[src/rtl/hazard_stall_ctrl_pkg.sv]
// Shared types and defaults for the pipeline hazard/stall controller.
`timescale 1ns/1ps
package RVS192_package;
   localparam int CNT_W_DEF = 16;

   typedef enum logic [1:0] {
      RUN         = 2'd0,
      FW_STALL    = 2'd1,
      CACHE_STALL = 2'd2
   } hz_state_e;
endpackage

[src/rtl/hazard_stall_ctrl_if.sv]
// Hazard-controller bundle: stall/flush causes in, pipeline control and event counters out.
`timescale 1ns/1ps
interface hazard_stall_ctrl_if #(parameter int CNT_W = RVS192_package::CNT_W_DEF);
   logic             FW_halt;
   logic             icache_stall;
   logic             dcache_stall;
   logic             br_mispredict;
   logic             stall_if;
   logic             stall_id;
   logic             stall_ex;
   logic             stall_mem;
   logic             stall_wb;
   logic             flush_id;
   logic             flush_ex;
   logic             kill_mem;
   logic             redirect;
   logic [CNT_W-1:0] fw_cnt;
   logic [CNT_W-1:0] cache_cnt;
   logic [CNT_W-1:0] flush_cnt;
   logic             proto_err;

   modport master (
      output FW_halt, icache_stall, dcache_stall, br_mispredict,
      input  stall_if, stall_id, stall_ex, stall_mem, stall_wb,
      input  flush_id, flush_ex, kill_mem, redirect,
      input  fw_cnt, cache_cnt, flush_cnt, proto_err
   );

   modport slave (
      input  FW_halt, icache_stall, dcache_stall, br_mispredict,
      output stall_if, stall_id, stall_ex, stall_mem, stall_wb,
      output flush_id, flush_ex, kill_mem, redirect,
      output fw_cnt, cache_cnt, flush_cnt, proto_err
   );
endinterface

[src/rtl/hazard_stall_ctrl_sat_counter.sv]
// Saturating up-counter: +1 per cycle with inc high, holds at all-ones, async clear.
`timescale 1ns/1ps
module sat_counter #(
   parameter int W = 16
) (
   input  logic         clk,
   input  logic         rst_n,
   input  logic         inc,
   output logic [W-1:0] cnt
);
   logic [W-1:0] r_cnt;

   always_ff @(posedge clk or negedge rst_n) begin
      if (!rst_n) begin
         r_cnt <= '0;
      end else if (inc && (r_cnt != {W{1'b1}})) begin
         r_cnt <= r_cnt + {{(W-1){1'b0}}, 1'b1};
      end
   end

   assign cnt = r_cnt;
endmodule

[src/rtl/hazard_stall_ctrl.sv]
// Pipeline stall/flush arbiter: control outputs are combinational (zero latency) from inputs and state.
// Priority cache stall > load-use halt > mispredict > deferred flush; counters saturate.
`timescale 1ns/1ps
module hazard_stall_ctrl
   import RVS192_package::*;
#(
   parameter int CNT_W = CNT_W_DEF
) (
   input  logic                clk,
   input  logic                rst_n,
   hazard_stall_ctrl_if.slave  hz
);
   hz_state_e        r_state;
   hz_state_e        w_state_nxt;
   logic             r_flush_pend;
   logic             w_flush_pend_nxt;
   logic             r_proto_err;
   logic             w_cache;
   logic             w_fw_stall;
   logic             w_flush;
   logic             w_stall_front;
   logic             w_stall_back;
   logic             w_kill_mem;
   logic [CNT_W-1:0] w_fw_cnt;
   logic [CNT_W-1:0] w_cache_cnt;
   logic [CNT_W-1:0] w_flush_cnt;

   assign w_cache = hz.icache_stall | hz.dcache_stall;

   always_ff @(posedge clk or negedge rst_n) begin
      if (!rst_n) begin
         r_state      <= RUN;
         r_flush_pend <= 1'b0;
      end else begin
         r_state      <= w_state_nxt;
         r_flush_pend <= w_flush_pend_nxt;
      end
   end

   always_comb begin
      w_state_nxt      = RUN;
      w_flush_pend_nxt = r_flush_pend;
      w_stall_front    = 1'b0;
      w_stall_back     = 1'b0;
      w_kill_mem       = 1'b0;
      w_fw_stall       = 1'b0;
      w_flush          = 1'b0;
      if (w_cache) begin
         w_stall_front = 1'b1;
         w_stall_back  = 1'b1;
         w_state_nxt   = CACHE_STALL;
         // A mispredict seen under a cache miss is replayed once the miss clears.
         if (hz.br_mispredict) begin
            w_flush_pend_nxt = 1'b1;
         end
      end else if (hz.FW_halt) begin
         // Mispredict is dropped here; the branch is still in EX after the bubble.
         w_stall_front = 1'b1;
         w_kill_mem    = 1'b1;
         w_fw_stall    = 1'b1;
         w_state_nxt   = FW_STALL;
      end else if (hz.br_mispredict || r_flush_pend) begin
         w_flush          = 1'b1;
         w_flush_pend_nxt = 1'b0;
      end
   end

   // A second halt request right after a load-use bubble means the forwarding unit misbehaved.
   always_ff @(posedge clk or negedge rst_n) begin
      if (!rst_n) begin
         r_proto_err <= 1'b0;
      end else if ((r_state == FW_STALL) && hz.FW_halt) begin
         r_proto_err <= 1'b1;
      end
   end

   sat_counter #(.W(CNT_W)) u_fw_cnt (
      .clk   (clk),
      .rst_n (rst_n),
      .inc   (w_fw_stall),
      .cnt   (w_fw_cnt)
   );

   sat_counter #(.W(CNT_W)) u_cache_cnt (
      .clk   (clk),
      .rst_n (rst_n),
      .inc   (w_cache),
      .cnt   (w_cache_cnt)
   );

   sat_counter #(.W(CNT_W)) u_flush_cnt (
      .clk   (clk),
      .rst_n (rst_n),
      .inc   (w_flush),
      .cnt   (w_flush_cnt)
   );

   assign hz.stall_if  = w_stall_front;
   assign hz.stall_id  = w_stall_front;
   assign hz.stall_ex  = w_stall_front;
   assign hz.stall_mem = w_stall_back;
   assign hz.stall_wb  = w_stall_back;
   assign hz.flush_id  = w_flush;
   assign hz.flush_ex  = w_flush;
   assign hz.redirect  = w_flush;
   assign hz.kill_mem  = w_kill_mem;
   assign hz.fw_cnt    = w_fw_cnt;
   assign hz.cache_cnt = w_cache_cnt;
   assign hz.flush_cnt = w_flush_cnt;
   assign hz.proto_err = r_proto_err;
endmodule

[src/flat_wrapper.sv]
// flat-port wrapper written by rule: the top's interface ports become plain ports
module hazard_stall_ctrl_flat import RVS192_package::*;
#(
   parameter int CNT_W = CNT_W_DEF
)
  (clk, rst_n, hz_FW_halt, hz_icache_stall, hz_dcache_stall, hz_br_mispredict, hz_stall_if, hz_stall_id, hz_stall_ex, hz_stall_mem, hz_stall_wb, hz_flush_id, hz_flush_ex, hz_kill_mem, hz_redirect, hz_fw_cnt, hz_cache_cnt, hz_flush_cnt, hz_proto_err);
  hazard_stall_ctrl_if #(.CNT_W(CNT_W)) hz_i ();
  input  logic clk;
  input  logic rst_n;
  input wire logic [$bits(hz_i.FW_halt)-1:0] hz_FW_halt;
  input wire logic [$bits(hz_i.icache_stall)-1:0] hz_icache_stall;
  input wire logic [$bits(hz_i.dcache_stall)-1:0] hz_dcache_stall;
  input wire logic [$bits(hz_i.br_mispredict)-1:0] hz_br_mispredict;
  output wire logic [$bits(hz_i.stall_if)-1:0] hz_stall_if;
  output wire logic [$bits(hz_i.stall_id)-1:0] hz_stall_id;
  output wire logic [$bits(hz_i.stall_ex)-1:0] hz_stall_ex;
  output wire logic [$bits(hz_i.stall_mem)-1:0] hz_stall_mem;
  output wire logic [$bits(hz_i.stall_wb)-1:0] hz_stall_wb;
  output wire logic [$bits(hz_i.flush_id)-1:0] hz_flush_id;
  output wire logic [$bits(hz_i.flush_ex)-1:0] hz_flush_ex;
  output wire logic [$bits(hz_i.kill_mem)-1:0] hz_kill_mem;
  output wire logic [$bits(hz_i.redirect)-1:0] hz_redirect;
  output wire logic [$bits(hz_i.fw_cnt)-1:0] hz_fw_cnt;
  output wire logic [$bits(hz_i.cache_cnt)-1:0] hz_cache_cnt;
  output wire logic [$bits(hz_i.flush_cnt)-1:0] hz_flush_cnt;
  output wire logic [$bits(hz_i.proto_err)-1:0] hz_proto_err;
  assign hz_i.FW_halt = hz_FW_halt;
  assign hz_i.icache_stall = hz_icache_stall;
  assign hz_i.dcache_stall = hz_dcache_stall;
  assign hz_i.br_mispredict = hz_br_mispredict;
  assign hz_stall_if = hz_i.stall_if;
  assign hz_stall_id = hz_i.stall_id;
  assign hz_stall_ex = hz_i.stall_ex;
  assign hz_stall_mem = hz_i.stall_mem;
  assign hz_stall_wb = hz_i.stall_wb;
  assign hz_flush_id = hz_i.flush_id;
  assign hz_flush_ex = hz_i.flush_ex;
  assign hz_kill_mem = hz_i.kill_mem;
  assign hz_redirect = hz_i.redirect;
  assign hz_fw_cnt = hz_i.fw_cnt;
  assign hz_cache_cnt = hz_i.cache_cnt;
  assign hz_flush_cnt = hz_i.flush_cnt;
  assign hz_proto_err = hz_i.proto_err;
  hazard_stall_ctrl #(.CNT_W(CNT_W)) u_core (.clk(clk), .rst_n(rst_n), .hz(hz_i));
endmodule
[config.mk]
export PLATFORM = sky130hd
export DESIGN_NAME = hazard_stall_ctrl_flat
export DESIGN_NICKNAME = d
export VERILOG_FILES = /design/src/rtl/hazard_stall_ctrl_pkg.sv /design/src/rtl/hazard_stall_ctrl_if.sv /design/src/rtl/hazard_stall_ctrl_sat_counter.sv /design/src/rtl/hazard_stall_ctrl.sv /design/src/flat_wrapper.sv
export SDC_FILE = /design/constraint.sdc
export NUM_CORES = 1
export LEC_CHECK = 0
export ABC_AREA = 1
export ABC_CLOCK_PERIOD_IN_PS = 2870
export BUFFER_PORTS_ARGS = -buffer_cell sky130_fd_sc_hd__buf_2
export CAP_MARGIN = 40
export CORE_UTILIZATION = 30
export CTS_CLUSTER_DIAMETER = 40
export CTS_CLUSTER_SIZE = 40
export DETAILED_ROUTE_END_ITERATION = 10
export HOLD_SLACK_MARGIN = 0.05
export SETUP_SLACK_MARGIN = 0.1
export SYNTH_ARGS = -nofsm -noshare
export SYNTH_HDL_FRONTEND = slang
export SYNTH_HIERARCHICAL = 1
export SYNTH_SLANG_ARGS = --single-unit
[constraint.sdc]
create_clock -name clk -period 2.87 [get_ports clk]
set_input_delay 0.4305 -clock clk [delete_from_list [all_inputs] [get_ports clk]]
set_output_delay 0.4305 -clock clk [all_outputs]
set_load 0.02 [all_outputs]
==> summary.md, run 1 <==
| Metric | Value |
|---|---|
| Status | completed |
| N_diodes | 0 |
| Sequential fraction of the synthesis area | approximately two fifths |
| Synthesized area | between 3000 and 4000 um^2 |
| Horiz. Die Dim | 108 um |
| Setup Buffers After CTS | 0 |
| CP peak stage delay | between 0.3 and 0.4 ns |
| Detail Route Antenna Nets | 0 |
| Post-synthesis simple-gate area fraction | a little over two fifths |
| RD Place Congestion | slightly below 0.9 |
| Cts hold-fix bufs | 0 |
| Area of the multi-input gates | around 1800 um^2 |
| Fmax | approximately 0.54 GHz |
| Pin count of the biggest net entering global routing | 28 |
| Initial core utilization | 30.9% |
| Worst setup SP type | input pin |
| Max-cap viol count | 0 |
| Die Y | 108 um |
| Clock Latency Late Sink | about 0.30 ns |
| CTS Buffer Depth | 2 |
| Critical path endpoint category | primary output |
| Initial antenna violation count | 0 |
| Post-Synth Adder-Cell Area | under 10% |
| Post-synthesis mux area share | 0% |
| Area leader, netlist | dfrtp_1 |
| PwrDens | about 540 nW/um^2 |
| Synth unique cells | 25 |
| Complex-gate fraction of the synthesized area | approximately 3.9% |
| Worst Tran Pin Value | 0.631 ns |
| Largest family of logic cells by synthesized area | simple AND/OR/NAND/NOR gates |
| GR Overflow Total | 0 |
| First drt pass iteration count | 4 |
| Setup TNS | 0 ns |
| Most used cell, CP | buf_2 |
| Reg2Reg Depth | 7 |
| Vias in the first global route | 2,909 |
| Share of cells above drive strength 1 | roughly 22% |
| RSZ-0062 raised after global routing | no |
| Synth Instances | approximately 470 |
| Period utilization | between 60% and 70% |
| Quantity of I/O buffers inserted on ports | 63 |
| Non-Filler Instances | approximately 680 |
| Cell leakage power | ~0.002 uW |
| Core Box Area | between 10,000 and 15,000 um^2 |
| Avg Vias per Cell | around 4.6 |
| Crit path buf inv count | 2 |
| Tot GR Track Use | between 10% and 20% |
| Flop2flop setup slack | 1.14 ns |
| Rel. slew slack | between 50 and 60% |
| Root buf cell | clkbuf_8 |
| Synth Area in XOR/XNOR | under 10% |
| Quantity of gates resized following cts | 0 |
| Hpwl dp | 6.19 mm |
| Max-slew violations | 0 |
| CTS Sinks | 52 |
| Final-report hold violation count | 0 |
| Placed Cells | approximately 670 |
| DR iter-0 viols | between 150 and 200 |
| Nets@finish | 543 |
| Layout area overhead | 15.5% |
| Synth top area cells | dfrtp_1, nand2_1, inv_1 |
| Row count | 38 |
| Synth Register Bits | 52 |
| CP cell instances | buf_2 > nor2_1 > nand2_1 > nor2_2 > buf_2 |
| First-pass GRT wire length | between 10 and 15 mm |
| CP required | 2.44 ns |
| Syn_nets | 481 |
| Setup violators final | 0 |
| Crit path DAT | between 1 and 1.5 ns |
| Yosys warnings | 6 |
| H-tree depth | 2 |
| Routed wire per std cell | 12.0 um |
| Crit-path slowest cell | nor2_2 |
| R2r startpoint | u_core/u_fw_cnt/cnt[0] |
| Reg-to-reg endpoint | u_core/u_fw_cnt/cnt[7] |
| CTS buffer count | 5 |
| Die Footprint | between 10,000 and 15,000 um^2 |
| Final wirelength | 8.10 mm |
| CP top delay family | simple AND/OR/NAND/NOR gates |
| Top-area cell type share of the netlist area | between 30% and 40% |
| CTS tree | yes |
| Final min period | 1.86 ns |
| Reg area | 1300 um^2 |
| Crit Path Max Fanout | 5 |
| DRC Markers | 0 |
| Hold WC Path Type | input pin to async pin |
| Vias post-DR | 3,099 |
| IO Count | 64 |
| Setup Skew | 0.00893 ns |
| Kind of critical path | input pin to primary output |
| Reg clk slew, reported paths | around 0.1 ns |
| Mean Syn Cell Area | 7.12 um^2 |
| VDD IR max | approximately 0.3 mV |
| Filler cell count | 1,190 |
Yosys cell counts (all sizes together):
cell and number:
xnor2 11, nand2 209, nand3b 2, dfrtp 52, buf 9, ha 3, nor2 62, nand4 21
clkinv 1, nor3 1, o21ai 22, xor2 5, inv 51, nand3 23
sequential cells by signal (all words and copies together), names as in the netlist:
name / flops
u_core/r_flush_pend: 1
u_core/u_flush_cnt/cnt: 16
u_core/hz.proto_err: 1
u_core/u_cache_cnt/cnt: 16
u_core/r_state: 2
u_core/u_fw_cnt/cnt: 16
worst max path at each step:
stage | start | endpoint | slack, ns | cells past startpoint
3_3_place_gp | hz_dcache_stall | u_core/u_flush_cnt/cnt[3] | 0.89 | 8
2_1_floorplan | hz_dcache_stall | u_core/u_flush_cnt/cnt[9] | 0.96 | 8
5_1_grt | hz_dcache_stall | hz_redirect | 0.84 | 5
4_1_cts | hz_dcache_stall | hz_flush_id | 0.97 | 5
6_report | hz_dcache_stall | hz_flush_id | 1.01 | 5
3_5_place_dp | hz_dcache_stall | u_core/u_flush_cnt/cnt[8] | 0.85 | 9
where the power goes:
group          total (uW)  internal (uW)  switching (uW)
registers            1010            840             167
clock network         441            197             244
logic                 635            223             412
total                2080           1260             823
kinds of logic after synthesis:
logic type,count (synthesis)
simple gates,318
buf+inv,61
flops,52
compound gates,22
xor+xnor,16
fa+ha+maj,3
cell type report:
| cell class | instances | share of cell area (%) |
|---|---|---|
| timing repair buffer | 64 | 8.63 |
| inverter | 52 | 5.06 |
| clock inverter | 1 | 0.193 |
| sequential | 52 | 33.5 |
| clock buffer | 7 | 2.22 |
| tap | 140 | 4.51 |
| multi-input combinational | 359 | 45.9 |
layout by cell type (no fill, tap or decap), types with 3 or more instances in the layout:
cell type | synthesis | routed
buf_2 | 0 | 63
clkbuf_8 | 0 | 6
dfrtp_1 | 52 | 52
ha_1 | 3 | 3
inv_1 | 47 | 47
inv_2 | 4 | 4
nand2_1 | 197 | 197
nand2_2 | 10 | 10
nand3_1 | 22 | 22
nand4_1 | 19 | 19
nor2_1 | 41 | 41
nor2_2 | 13 | 13
nor2_4 | 8 | 8
o21ai_0 | 15 | 15
o21ai_2 | 6 | 6
xnor2_1 | 11 | 11
xor2_1 | 5 | 5
worst reg2reg max path, stage by stage, from the launching register on:
cell and delay (ns):
dfrtp_1 0.46, ha_1 0.31, inv_2 0.12, nor2_4 0.05, nand2_2 0.09, nor2_4 0.05, nor2_4 0.34, o21ai_0 0.16
stage by stage:
step	utilization [%]	hold slack (ns)	setup WS, ns	power, uW	area (um^2)
detailed placement	34.8	0.449	0.848	1670	3790
global placement	34.8	0.449	0.887	1650	3790
floorplan	-	0.135	0.963	1440	3360
finish	35.7	0.143	1.01	2080	3880
global route	35.7	0.192	0.838	2230	3880
CTS	35.7	0.157	0.973	2120	3880
per-layer routing:
metal  track usage, %  up-vias  share of wire, %
li1                 -     1598                 -
met1             19.3     1431                47
met2             25.6       68                48
met3             2.18        2               4.4
met4             2.64        0              0.38
met5                0        -                 0
Note: power is estimated with default switching activity, not from simulation.
==> run 2, diff against run 1 <==
- ABC_CLOCK_PERIOD_IN_PS: 2870 -> 1700
- clock period: 2.87 -> 1.7 ns (I/O delays scaled with it)
==> run 2 against run 1 <==
Net effect: non-clock buffer count up 17; cell area up 4.7%; sequential cell count unchanged; clock-buffer cell count down 2; combinational power up 87%; global-route usage up 0.53 points; critical path depth up 4; via count up 3.8%; total power up 72%; largest cell class unchanged.
==> summary.md, run 2 (synthesized netlist as in run 1, its figures left out) <==
| Metric | Value |
|---|---|
| Period utilization | around 88% |
| Final min period | approximately 1.5 ns |
| Avg Vias per Cell | 4.65 (+1.3%) |
| Quantity of I/O buffers inserted on ports | 63 (unchanged) |
| Final wirelength | 8.33 mm (+2.9%) |
| Sw Share | 39.7% (+0.14 points) |
| Pint | 2170 uW (+72%) |
| Worst setup SP type | register |
| Final-report hold violation count | 0 (unchanged) |
| Setup Skew | 0.00641 ns (-0.00252 ns) |
| GR Overflow Total | 0 (unchanged) |
| Pin count of the biggest net entering global routing | 38 (+36%) |
| Crit path DAT | 1.69 ns (+0.26 ns) |
| Hold WC Path Type | input pin to register |
| Share of cells above drive strength 1 | 25.4% (+3.1 points) |
| First drt pass iteration count | 4 (unchanged) |
| Initial core utilization | 30.9% (unchanged) |
| Horiz. Die Dim | 108 um (unchanged) |
| RSZ-0062 raised after global routing | yes |
| Critical hold path startpoint | hz_FW_halt |
| Setup violators final | 0 (unchanged) |
| CP peak stage delay | 0.43 ns (+0.09 ns) |
| DR iter-0 viols | 193 (+10%) |
| Crit-path slowest cell | dfrtp_2 |
| CTS Buffer Depth | 2 (unchanged) |
| CP required | 1.90 ns (-0.54 ns) |
| IO Count | 64 (unchanged) |
| Most frequent cells in the layout | nand2_1, buf_2, dfrtp_1, inv_1, nor2_1 |
| Die Y | 108 um (unchanged) |
| Reg clk slew, reported paths | 0.10 ns (about the same) |
| Vias in the first global route | 2,963 (+1.9%) |
| Hpwl dp | 6.39 mm (+3.2%) |
| DRC Markers | 0 (unchanged) |
| Filler cell count | 1,158 (-2.7%) |
| Root buf cell | clkbuf_8 |
| P_sw | 1420 uW (+73%) |
| Nets@finish | 560 (+3.1%) |
| Commonest non-fill, non-tap cell in the layout | nand2_1 |
| Sequential share of power | 46.8% (-1.5 points) |
| Hold WS | 0.184 ns (+0.0416 ns) |
| Flop2flop setup slack | 0.21 ns (-0.93 ns) |
| Vias post-DR | 3,217 (+3.8%) |
| Final Core Density | 37.3% (+1.7 points) |
| Core Box Area | 10,900 um^2 (unchanged) |
| N_diodes | 0 (unchanged) |
| Routed wire per std cell | 12.0 um (+0.36%) |
| Reg-to-reg endpoint | u_core/u_fw_cnt/cnt[9] |
| Crit Path Max Fanout | 16 (+11) |
| Reg2Reg Depth | 9 (+2) |
| Kind of critical path | register to register |
| First-pass GRT wire length | 14.1 mm (+3.4%) |
| CTS buffer count | 5 (unchanged) |
| R2r startpoint | u_core/u_fw_cnt/cnt[0] |
| Worst Tran Pin Value | 0.417 ns (-0.214 ns) |
| PwrDens | 883 nW/um^2 (+65%) |
| Cell leakage power | 0.00204 uW (+4.9%) |
| H-tree depth | 2 (unchanged) |
| Setup TNS | 0 ns (unchanged) |
| Rel. slew slack | 72.2% (+14 points) |
| Max-cap viol count | 0 (unchanged) |
| Die Footprint | 11,600 um^2 (unchanged) |
| CP cell instances | ha_1 > inv_2 > nor2_4 > nand2_2 > nor2_4 > nor2_4 > buf_12 > nand2_1 > o21ai_0 |
| Fmax | approximately 0.67 GHz |
| Layout area overhead | 21.0% |
| Row count | 38 (unchanged) |
| CTS tree | yes |
| Clock Latency Late Sink | 0.31 ns (about the same) |
| Hold depth | 3 |
| CTS Sinks | 52 (unchanged) |
| Most used cell, CP | nor2_4 |
| Hold Path End | u_core/r_flush_pend |
| Detail Route Antenna Nets | 0 (unchanged) |
| Max-slew violations | 0 (unchanged) |
| Tot GR Track Use | 15.2% (+0.53 points) |
| Critical path endpoint category | register |
| Initial antenna violation count | 0 (unchanged) |
| Combinational Power Share | 33.2% (+2.7 points) |
| VDD IR max | 0.492 mV (+62%) |
| RD Place Congestion | 0.867 (-1.2%) |
| Status | completed |
| Clk pwr share | 19.9% (-1.3 points) |
-- run 2: timing repair --
action / 4_1_cts / 5_1_grt
gates resized for setup: 0 / 7
hold endpoints to repair: 15 / 0
setup buffers: 0 / 3
hold buffers: 1 / 0
setup endpoints to repair: 0 / 36
-- run 2: layout make-up --
type	count	area [um^2]	share of cell area, %
clock buffers	5	68.8	1.69
clock inverters	3	18.8	0.462
inverters	52	196	4.83
multi-input cells	359	1800	44.3
flip-flops and latches	52	1300	32.1
well taps	140	175	4.31
repair buffers	81	502	12.3
-- run 2: stage by stage --
step | power, uW | std cells | setup slack (ns) | area (um^2)
3_3_place_gp | 2840 | 680 | 0.194 | 3910
2_1_floorplan | 2440 | 472 | 0.119 | 3370
4_1_cts | 3610 | 689 | 0.129 | 4010
6_report | 3590 | 692 | 0.211 | 4070
5_1_grt | 3870 | 692 | 0.0847 | 4070
3_5_place_dp | 2870 | 680 | 0.140 | 3910
-- run 2: how the worst max path moves through the flow --
stage | to | from | cells after the start
6_report | u_core/u_fw_cnt/cnt[9] | u_core/u_fw_cnt/cnt[0] | 9
5_1_grt | u_core/u_fw_cnt/cnt[9] | u_core/u_fw_cnt/cnt[0] | 9
4_1_cts | u_core/u_fw_cnt/cnt[9] | u_core/u_fw_cnt/cnt[0] | 7
3_5_place_dp | u_core/u_fw_cnt/cnt[9] | u_core/u_fw_cnt/cnt[0] | 7
3_3_place_gp | u_core/u_fw_cnt/cnt[7] | u_core/u_fw_cnt/cnt[0] | 7
2_1_floorplan | u_core/u_flush_cnt/cnt[9] | hz_dcache_stall | 8
-- run 2: power groups by stage --
| stage | Clock [uW] | Sequential [uW] | Combinational, uW |
|---|---|---|---|
| 6_report | 716 | 1680 | 1190 |
| 5_1_grt | 810 | 1720 | 1330 |
| 4_1_cts | 753 | 1690 | 1170 |
| 3_5_place_dp | 0 | 1710 | 1160 |
| 3_3_place_gp | 0 | 1700 | 1140 |
| 2_1_floorplan | 0 | 1890 | 544 |
-- run 2: worst max-delay path: cells and delay by family, from the launching register on --
kind                       cells  cell delay, ns
DFF                            1            0.43
AOI/OAI and AO/OA              1            0.07
buffers and inverters          2            0.21
and+or+nand+nor                5            0.47
adders and majority gates      1            0.20
-- run 2: routing by layer --
layer  up-vias  GRT usage, %  wire, um
li1       1624             -         -
met3         7          2.91       425
met5         -             0         0
met4         0          4.31       115
met1      1508          19.6      3810
met2        78          25.8      3980
